`src/rtl/frame_buffer_reader.sv`:
```
// frame_buffer_reader: reads RAMProc back in VGA scan order and centres the processed image on the 640x480 screen.
// Define FBR_BORDER_EN to draw a one-pixel white frame around the image window.
module frame_buffer_reader #(
  parameter int ADDR_W = 17,
  parameter int RD_LAT = 2,
  parameter int SCR_W  = 640,
  parameter int SCR_H  = 480
) (
  input  logic              CLK,
  input  logic              RESET,
  input  logic              PIX_EN,
  input  logic              BUF_READY,
  input  logic [1:0]        IMAGE_STATE,
  input  logic [9:0]        NEXT_X,
  input  logic [9:0]        NEXT_Y,
  output logic [ADDR_W-1:0] R_ADDR,
  input  logic [7:0]        RD_DATA,
  output logic [7:0]        COLOR_OUT,
  output logic              IN_WINDOW,
  output logic              FRAME_START,
  output logic [1:0]        ACTIVE_STATE
);
  typedef enum logic [1:0] {IDLE, WAIT_FRAME, SCAN} state_t;
  state_t state, state_nx;
  logic [9:0] wid, hgt, x0, y0, col;
  logic [ADDR_W-1:0] line_base;
  logic [RD_LAT:0] vld_p, win_p;
  logic [7:0] fill;
  logic arm, last_pix, scan_pix, in_win, row_end;
  always_comb begin
    wid = ACTIVE_STATE == 2'd1 ? 10'd320 : ACTIVE_STATE == 2'd2 ? 10'd80 : ACTIVE_STATE == 2'd3 ? 10'd40 : 10'd160;
    hgt = ACTIVE_STATE == 2'd1 ? 10'd240 : ACTIVE_STATE == 2'd2 ? 10'd60 : ACTIVE_STATE == 2'd3 ? 10'd30 : 10'd120;
    x0 = ACTIVE_STATE == 2'd1 ? 10'd160 : ACTIVE_STATE == 2'd2 ? 10'd280 : ACTIVE_STATE == 2'd3 ? 10'd300 : 10'd240;
    y0 = ACTIVE_STATE == 2'd1 ? 10'd120 : ACTIVE_STATE == 2'd2 ? 10'd210 : ACTIVE_STATE == 2'd3 ? 10'd225 : 10'd180;
    in_win = NEXT_X >= x0 && NEXT_X < x0 + wid && NEXT_Y >= y0 && NEXT_Y < y0 + hgt;
    row_end = NEXT_X == x0 + wid - 10'd1;
    col = NEXT_X - x0;
    arm = BUF_READY && PIX_EN && state == WAIT_FRAME && NEXT_X == 10'd0 && NEXT_Y == 10'd0;
    last_pix = PIX_EN && NEXT_X == 10'(SCR_W - 1) && NEXT_Y == 10'(SCR_H - 1);
    scan_pix = BUF_READY && PIX_EN && state == SCAN;
    state_nx = !BUF_READY ? IDLE :
               state == IDLE ? WAIT_FRAME :
               arm ? SCAN :
               state == SCAN && last_pix ? WAIT_FRAME : state;
  end
  always_ff @(posedge CLK) begin
    if (RESET) begin
      state <= IDLE;
      R_ADDR <= '0;
      line_base <= '0;
      COLOR_OUT <= 8'h00;
      IN_WINDOW <= 1'b0;
      FRAME_START <= 1'b0;
      ACTIVE_STATE <= 2'd0;
      vld_p <= '0;
      win_p <= '0;
    end else begin
      state <= state_nx;
      FRAME_START <= arm;
      if (arm) begin
        ACTIVE_STATE <= IMAGE_STATE;
        line_base <= '0;
      end
      if (scan_pix && in_win) begin
        R_ADDR <= line_base + ADDR_W'(col);
        if (row_end) line_base <= line_base + ADDR_W'(wid);
      end
      vld_p <= {vld_p[RD_LAT-1:0], PIX_EN};
      win_p <= {win_p[RD_LAT-1:0], scan_pix && in_win};
      // RD_DATA for the sampled pixel is valid RD_LAT cycles after R_ADDR registers
      if (!BUF_READY) begin
        vld_p <= '0;
        win_p <= '0;
        COLOR_OUT <= 8'h00;
        IN_WINDOW <= 1'b0;
      end else if (vld_p[RD_LAT]) begin
        COLOR_OUT <= win_p[RD_LAT] ? RD_DATA : fill;
        IN_WINDOW <= win_p[RD_LAT];
      end
    end
  end
`ifdef FBR_BORDER_EN
  logic [RD_LAT:0] bord_p;
  logic in_bord;
  always_comb in_bord = !in_win && NEXT_X >= x0 - 10'd1 && NEXT_X <= x0 + wid && NEXT_Y >= y0 - 10'd1 && NEXT_Y <= y0 + hgt;
  always_ff @(posedge CLK) bord_p <= RESET || !BUF_READY ? '0 : {bord_p[RD_LAT-1:0], scan_pix && in_bord};
  assign fill = bord_p[RD_LAT] ? 8'hFF : 8'h00;
`else
  assign fill = 8'h00;
`endif
endmodule

```
`config.mk`:
```
export PLATFORM = sky130hd
export DESIGN_NAME = frame_buffer_reader
export DESIGN_NICKNAME = d
export VERILOG_FILES = /design/src/rtl/frame_buffer_reader.sv
export SDC_FILE = /design/constraint.sdc
export NUM_CORES = 1
export LEC_CHECK = 0
export ABC_AREA = 1
export CORE_ASPECT_RATIO = 1.75
export CORE_MARGIN = 5
export CORE_UTILIZATION = 40
export CTS_CLUSTER_SIZE = 10
export DETAILED_ROUTE_END_ITERATION = 10
export PLACE_DENSITY = 0.58
export SYNTH_ARGS = -nofsm -noshare
export SYNTH_HDL_FRONTEND = slang
export SYNTH_SLANG_ARGS = --single-unit
```
`constraint.sdc`:
```
create_clock -name CLK -period 8.4 [get_ports CLK]
set_clock_uncertainty 0.1 [all_clocks]
set_input_delay 1.68 -clock CLK [delete_from_list [all_inputs] [get_ports CLK]]
set_output_delay 1.68 -clock CLK [all_outputs]
set_load 0.01 [all_outputs]
```
Yosys cells after proc, flatten, opt, wreduce, memory -nomap -nowiden
Index checks and enable logic that the tools add are counted.

Register bits: 54. Bits of input ports: 34. Output and inout port bits: 29. Word-level logic and storage cells: 67.

$add $sub $neg: 6. Magnitude comparators: 4. Eq/ne operators: 8. Mux-type cells: 19. Bitwise operators: 1. Reduce and logical (&&, ||, !) cells: 19.

Operators with widths (number): $mux 17 (3); $mux 8 (5); $mux 9 (4); $mux 7 (4); $logic_not 10->1 (2); $add 17x10->17 (1); $add 17x9->17 (1); $logic_and 1x1->1 (12); $add 9x9->10 (1); $eq 10x10->1 (1); $eq 10x10->1 const B (1); $eq 10x9->1 const B (1); $ge 10x8->1 (1); $ge 10x9->1 (1); $lt 10x10->1 (1); $lt 10x9->1 (1); $sub 10x1->10 const B (1); $sub 10x9->10 (1); $add 8x8->9 (1); $eq 2x2->1 const B (3); $eq 2x1->1 const B (2); $mux 2 (2); $reduce_bool 3->1 (1); $reduce_or 3->1 (1); other kinds (5) (5).

Longest topological paths before layout
Depth in word-level cells: 11. Mapped depth: 23. Gate-level depth less buffers: 23.

Worst setup path after synthesis
No wires, ideal clock.

Path type: in2reg. From: input NEXT_X[2]. To: register R_ADDR[9]. Setup time: 116 ps. Arrival time: 3865 ps. Data required time: 8184 ps. Slack: 4320 ps. Stages on the path: 16. Path buffers: 0. Cell sequence: inv_1 > ha_1 > inv_1 > fa_1 > nand3_1 > nand2_1 > a31oi_1 > xor2_1 > ha_1 > inv_1 > o21bai_1 > nor2_1 > nand3_1 > or2_2 > a21oi_2 > nor2_1.

Word-level cells in the longest chain between the ends: 5. Elaborated cells on any way between the ends: 8. Classes of those cells: add/sub (2); order compare (2); reduce/logical (4).

RTL lines: from (decl) (RTL line 14) `input logic [9:0] NEXT_X,`; branches (longest 5 deep; another with $add 17x10->17); to (signal assigned) (RTL line 65) `R_ADDR <= line_base + ADDR_W'(col);`; to (decl) (RTL line 16) `output logic [ADDR_W-1:0] R_ADDR,`.

Several ways; the timed one is not identified. A chain may end at the register's enable or synchronous reset.

Worst setup path in the final report
From: input NEXT_X[3]. To: register R_ADDR[9].

The elaborated chain is that of the path after synthesis.

==> results by group <==
Clocking
  • CTS Sinks: 54
  • Setup Buffers After CTS: 0
  • Clock latency on the worst-skew pair: 0.30 ns
  • Clock Path Buffers: 2
  • Reg clk slew, reported paths: 0.07 ns
  • Post-CTS Resized: 0
  • Cts hold-fix bufs: 0
  • CTS root buffer: clkbuf_16
  • Total CTS buffers: 5
  • Max H-tree Level: 2
  • CTS tree: yes

Detailed routing
  • Antenna Nets Post-Route: 0
  • # DRC: 0
  • Total number of vias: 4714
  • Drt pass-1 iters: 4
  • Initial DRC Count: 195
  • Avg Vias per Cell: 5.21
  • Drt total wl: 13900 um
  • Wire length per cell: 15.4 um

Synth
  • Number of library cell types mapped by synthesis: 41
  • Synthesis warning total: 0
  • Syn Area/Cell: 6.50 sq um
  • Complex-gate fraction of the synthesized area: 9.55%
  • Post-Synth Adder-Cell Area: 16.1%
  • Syn_nets: 808
  • Number of synthesized flops with an enable pin: 0
  • FFs w/ async S/R, synth: 0%
  • Synth Area in Simple Gates: 37.0%
  • Post-Syn Area: 0.00465 sq mm
  • Synthesized flop and latch total: 54
  • Mux cell area share after synthesis: 0%
  • Cell count after synthesis: 716
  • Synth Area in XOR/XNOR: 3.58%
  • Post-synth top flop: dfxtp_1
  • Post-synthesis sequential area ratio: 23.2%
  • Largest family of logic cells by synthesized area: simple AND/OR/NAND/NOR gates

Worst setup path
  • Max stage delay on crit path: 0.53 ns
  • Req. time, crit path: 8.49 ns
  • Worst EP arrival: 4.62 ns
  • Worst-path maximum fanout: 5
  • Slowest-stage cell, CP: clkdlybuf4s50_1
  • Startpoint types: input port
  • Critical path, cell by cell: clkdlybuf4s50_1 > ha_1 > a21oi_1 > o21bai_1 > a21oi_1 > nor2_1 > nor2_1 > xor2_1 > inv_1 > ha_1 > nand2_1 > a21oi_1 > nor2_1 > nand3_1 > or2_2 > a21oi_2 > nor2_1
  • Worst reg2reg setup slack: 3.91 ns
  • Critical R2R Capture: R_ADDR[9]$_SDFFE_PP0N_
  • WS Path Type: in -> reg
  • Most used cell, CP: nor2_1
  • Worst setup EP type: flip-flop
  • R2r startpoint: ACTIVE_STATE[0]$_SDFFE_PP0P_
  • Worst-case reg-to-reg path depth: 19

STA
  • RSZ-0062 raised after global routing: false
  • Worst slew pin tran: 0.761 ns
  • Setup TNS: 0 ns
  • Slew headroom: 49.1%
  • Pins Over Slew Limit: 0
  • Finish-stage setup viols: 0
  • Fmax: 221 MHz
  • Final Hold Fails: 0
  • Final Cycle Share: 53.9%
  • Final Critical Period: 4.53 ns

Cells and area
  • Area delta synth->final: 18.0%
  • Register area: 0.00108 sq mm
  • Footprint of the multi-input gates: 0.00308 sq mm
  • # fillers: 1211
  • Most frequent cells in the layout: 183 x nand2_1, 99 x nor2_1, 96 x inv_1
  • Share of cells above drive strength 1: 5.19%
  • Diode count: 0
  • Nets: 861
  • Most common cell after layout, fill and taps aside: nand2_1

Die
  • Initial Util: 40.4%
  • Ports: 63
  • Cell row count: 52
  • Die area: 0.0140 sq mm
  • Die height: 153 um
  • Die X: 91.5 um
  • Placeable Area: 0.0115 sq mm

Placed design
  • Final HPWL from detailed placement: 11600 um
  • RePlAce Congestion: 0.942
  • PortBufs: 62

Flow run
  • Maxcap violations: 0

Outcome
  • Status: completed

Power
  • Maximum vdd drop: 0.0835 mV
  • Leakage power: 2.54 nW
  • Pwr Density: 101 mW/mm^2
  • Total power: 0.552 mW

Min path
  • Hold endpoint: vld_p[1]$_SDFF_PP0_
  • Hold crit path type: reg -> reg
  • Min-delay src: vld_p[0]$_SDFF_PP0_
  • Hold Path Depth: 2

Global route
  • First-pass GRT wire length: 22500 um
  • Number of global-route vias before repair: 4607
  • Overall global routing resource usage: 20.1%
  • Pin count of the biggest net entering global routing: 34
  • Initial antenna violation count: 0
  • GR Overflow Total: 0
## Yosys cell counts, drive strengths merged (5+ instances only)
cell | number | area, sq um
a21oi | 40 | 226
buf | 13 | 100
clkbuf | 5 | 20.0
dfxtp | 54 | 1080
ha | 55 | 688
inv | 98 | 368
nand2 | 188 | 723
nand3 | 66 | 373
nand4 | 14 | 87.6
nor2 | 104 | 423
nor3 | 11 | 60.1
o21ai | 25 | 125
xnor2 | 11 | 96.3
xor2 | 8 | 70.1
## worst max-delay path, delay by kind of cell
family                   cells  cell delay, ns
AND/OR/NAND/NOR              7            0.85
AO/OA/AOI/OAI                5            0.63
adder cells (fa/ha/maj)      2            0.69
buffers and inverters        2            0.60
XOR/XNOR                     1            0.16
## area by class of cell
type	count	area share, %
inverter	99	6.77
timing repair buffer	64	11.6
tap	135	3.08
multi-input combinational	545	56.1
clock buffer	5	2.28
sequential	54	19.7
clock inverter	3	0.524
## worst max-delay path by stage
stage,start,to,slack (ns),cells past startpoint
floorplan,NEXT_X[2],R_ADDR[9]$_SDFFE_PP0N_,4.32,16
global placement,NEXT_X[3],R_ADDR[9]$_SDFFE_PP0N_,3.62,17
finish,NEXT_X[3],R_ADDR[9]$_SDFFE_PP0N_,3.87,17
detailed placement,NEXT_X[3],R_ADDR[9]$_SDFFE_PP0N_,3.53,17
CTS,NEXT_X[3],R_ADDR[9]$_SDFFE_PP0N_,3.84,17
global route,ACTIVE_STATE[0]$_SDFFE_PP0P_,R_ADDR[16]$_SDFFE_PP0N_,3.49,22
## layer usage
metal / vias to the layer above / global-route usage [%] / share of wire (%)
li1: 2406 / - / -
met1: 2131 / 19.7 / 36
met2: 130 / 39.2 / 55
met3: 47 / 1.28 / 2.7
met4: 0 / 13.1 / 6.6
met5: - / 0 / 0
## kinds of logic after synthesis
| kind of cell | Yosys count |
|---|---|
| adder cells (fa/ha/maj) | 58 |
| flip-flops | 54 |
| buffers and inverters | 117 |
| AO/OA/AOI/OAI | 77 |
| AND/OR/NAND/NOR | 391 |
| XOR/XNOR | 19 |
## power breakdown
part           internal, mW  switching [mW]
Sequential            0.256        0.000400
Clock                 0.115           0.104
Combinational        0.0327          0.0442
Total                 0.403           0.149
## sequential cells by signal (all words and copies together) (netlist names)
signal and flops:
ACTIVE_STATE 2, IN_WINDOW 1, COLOR_OUT 8, R_ADDR 17, win_p 3, FRAME_START 1, vld_p 3, state 2
line_base 17
## stage by stage
stage	worst slack (ns)	util (%)	cells	instance area [sq um]	hold WS [ns]
after global routing	3.49	47.7	905	5490	0.332
after global placement	3.62	46.3	897	5340	0.295
after floorplan	4.32	-	716	4650	0.294
after detailed placement	3.53	46.3	897	5340	0.302
after CTS	3.84	47.7	905	5490	0.314
final	3.87	47.7	905	5490	0.311
(Power assumes the default switching activity.)
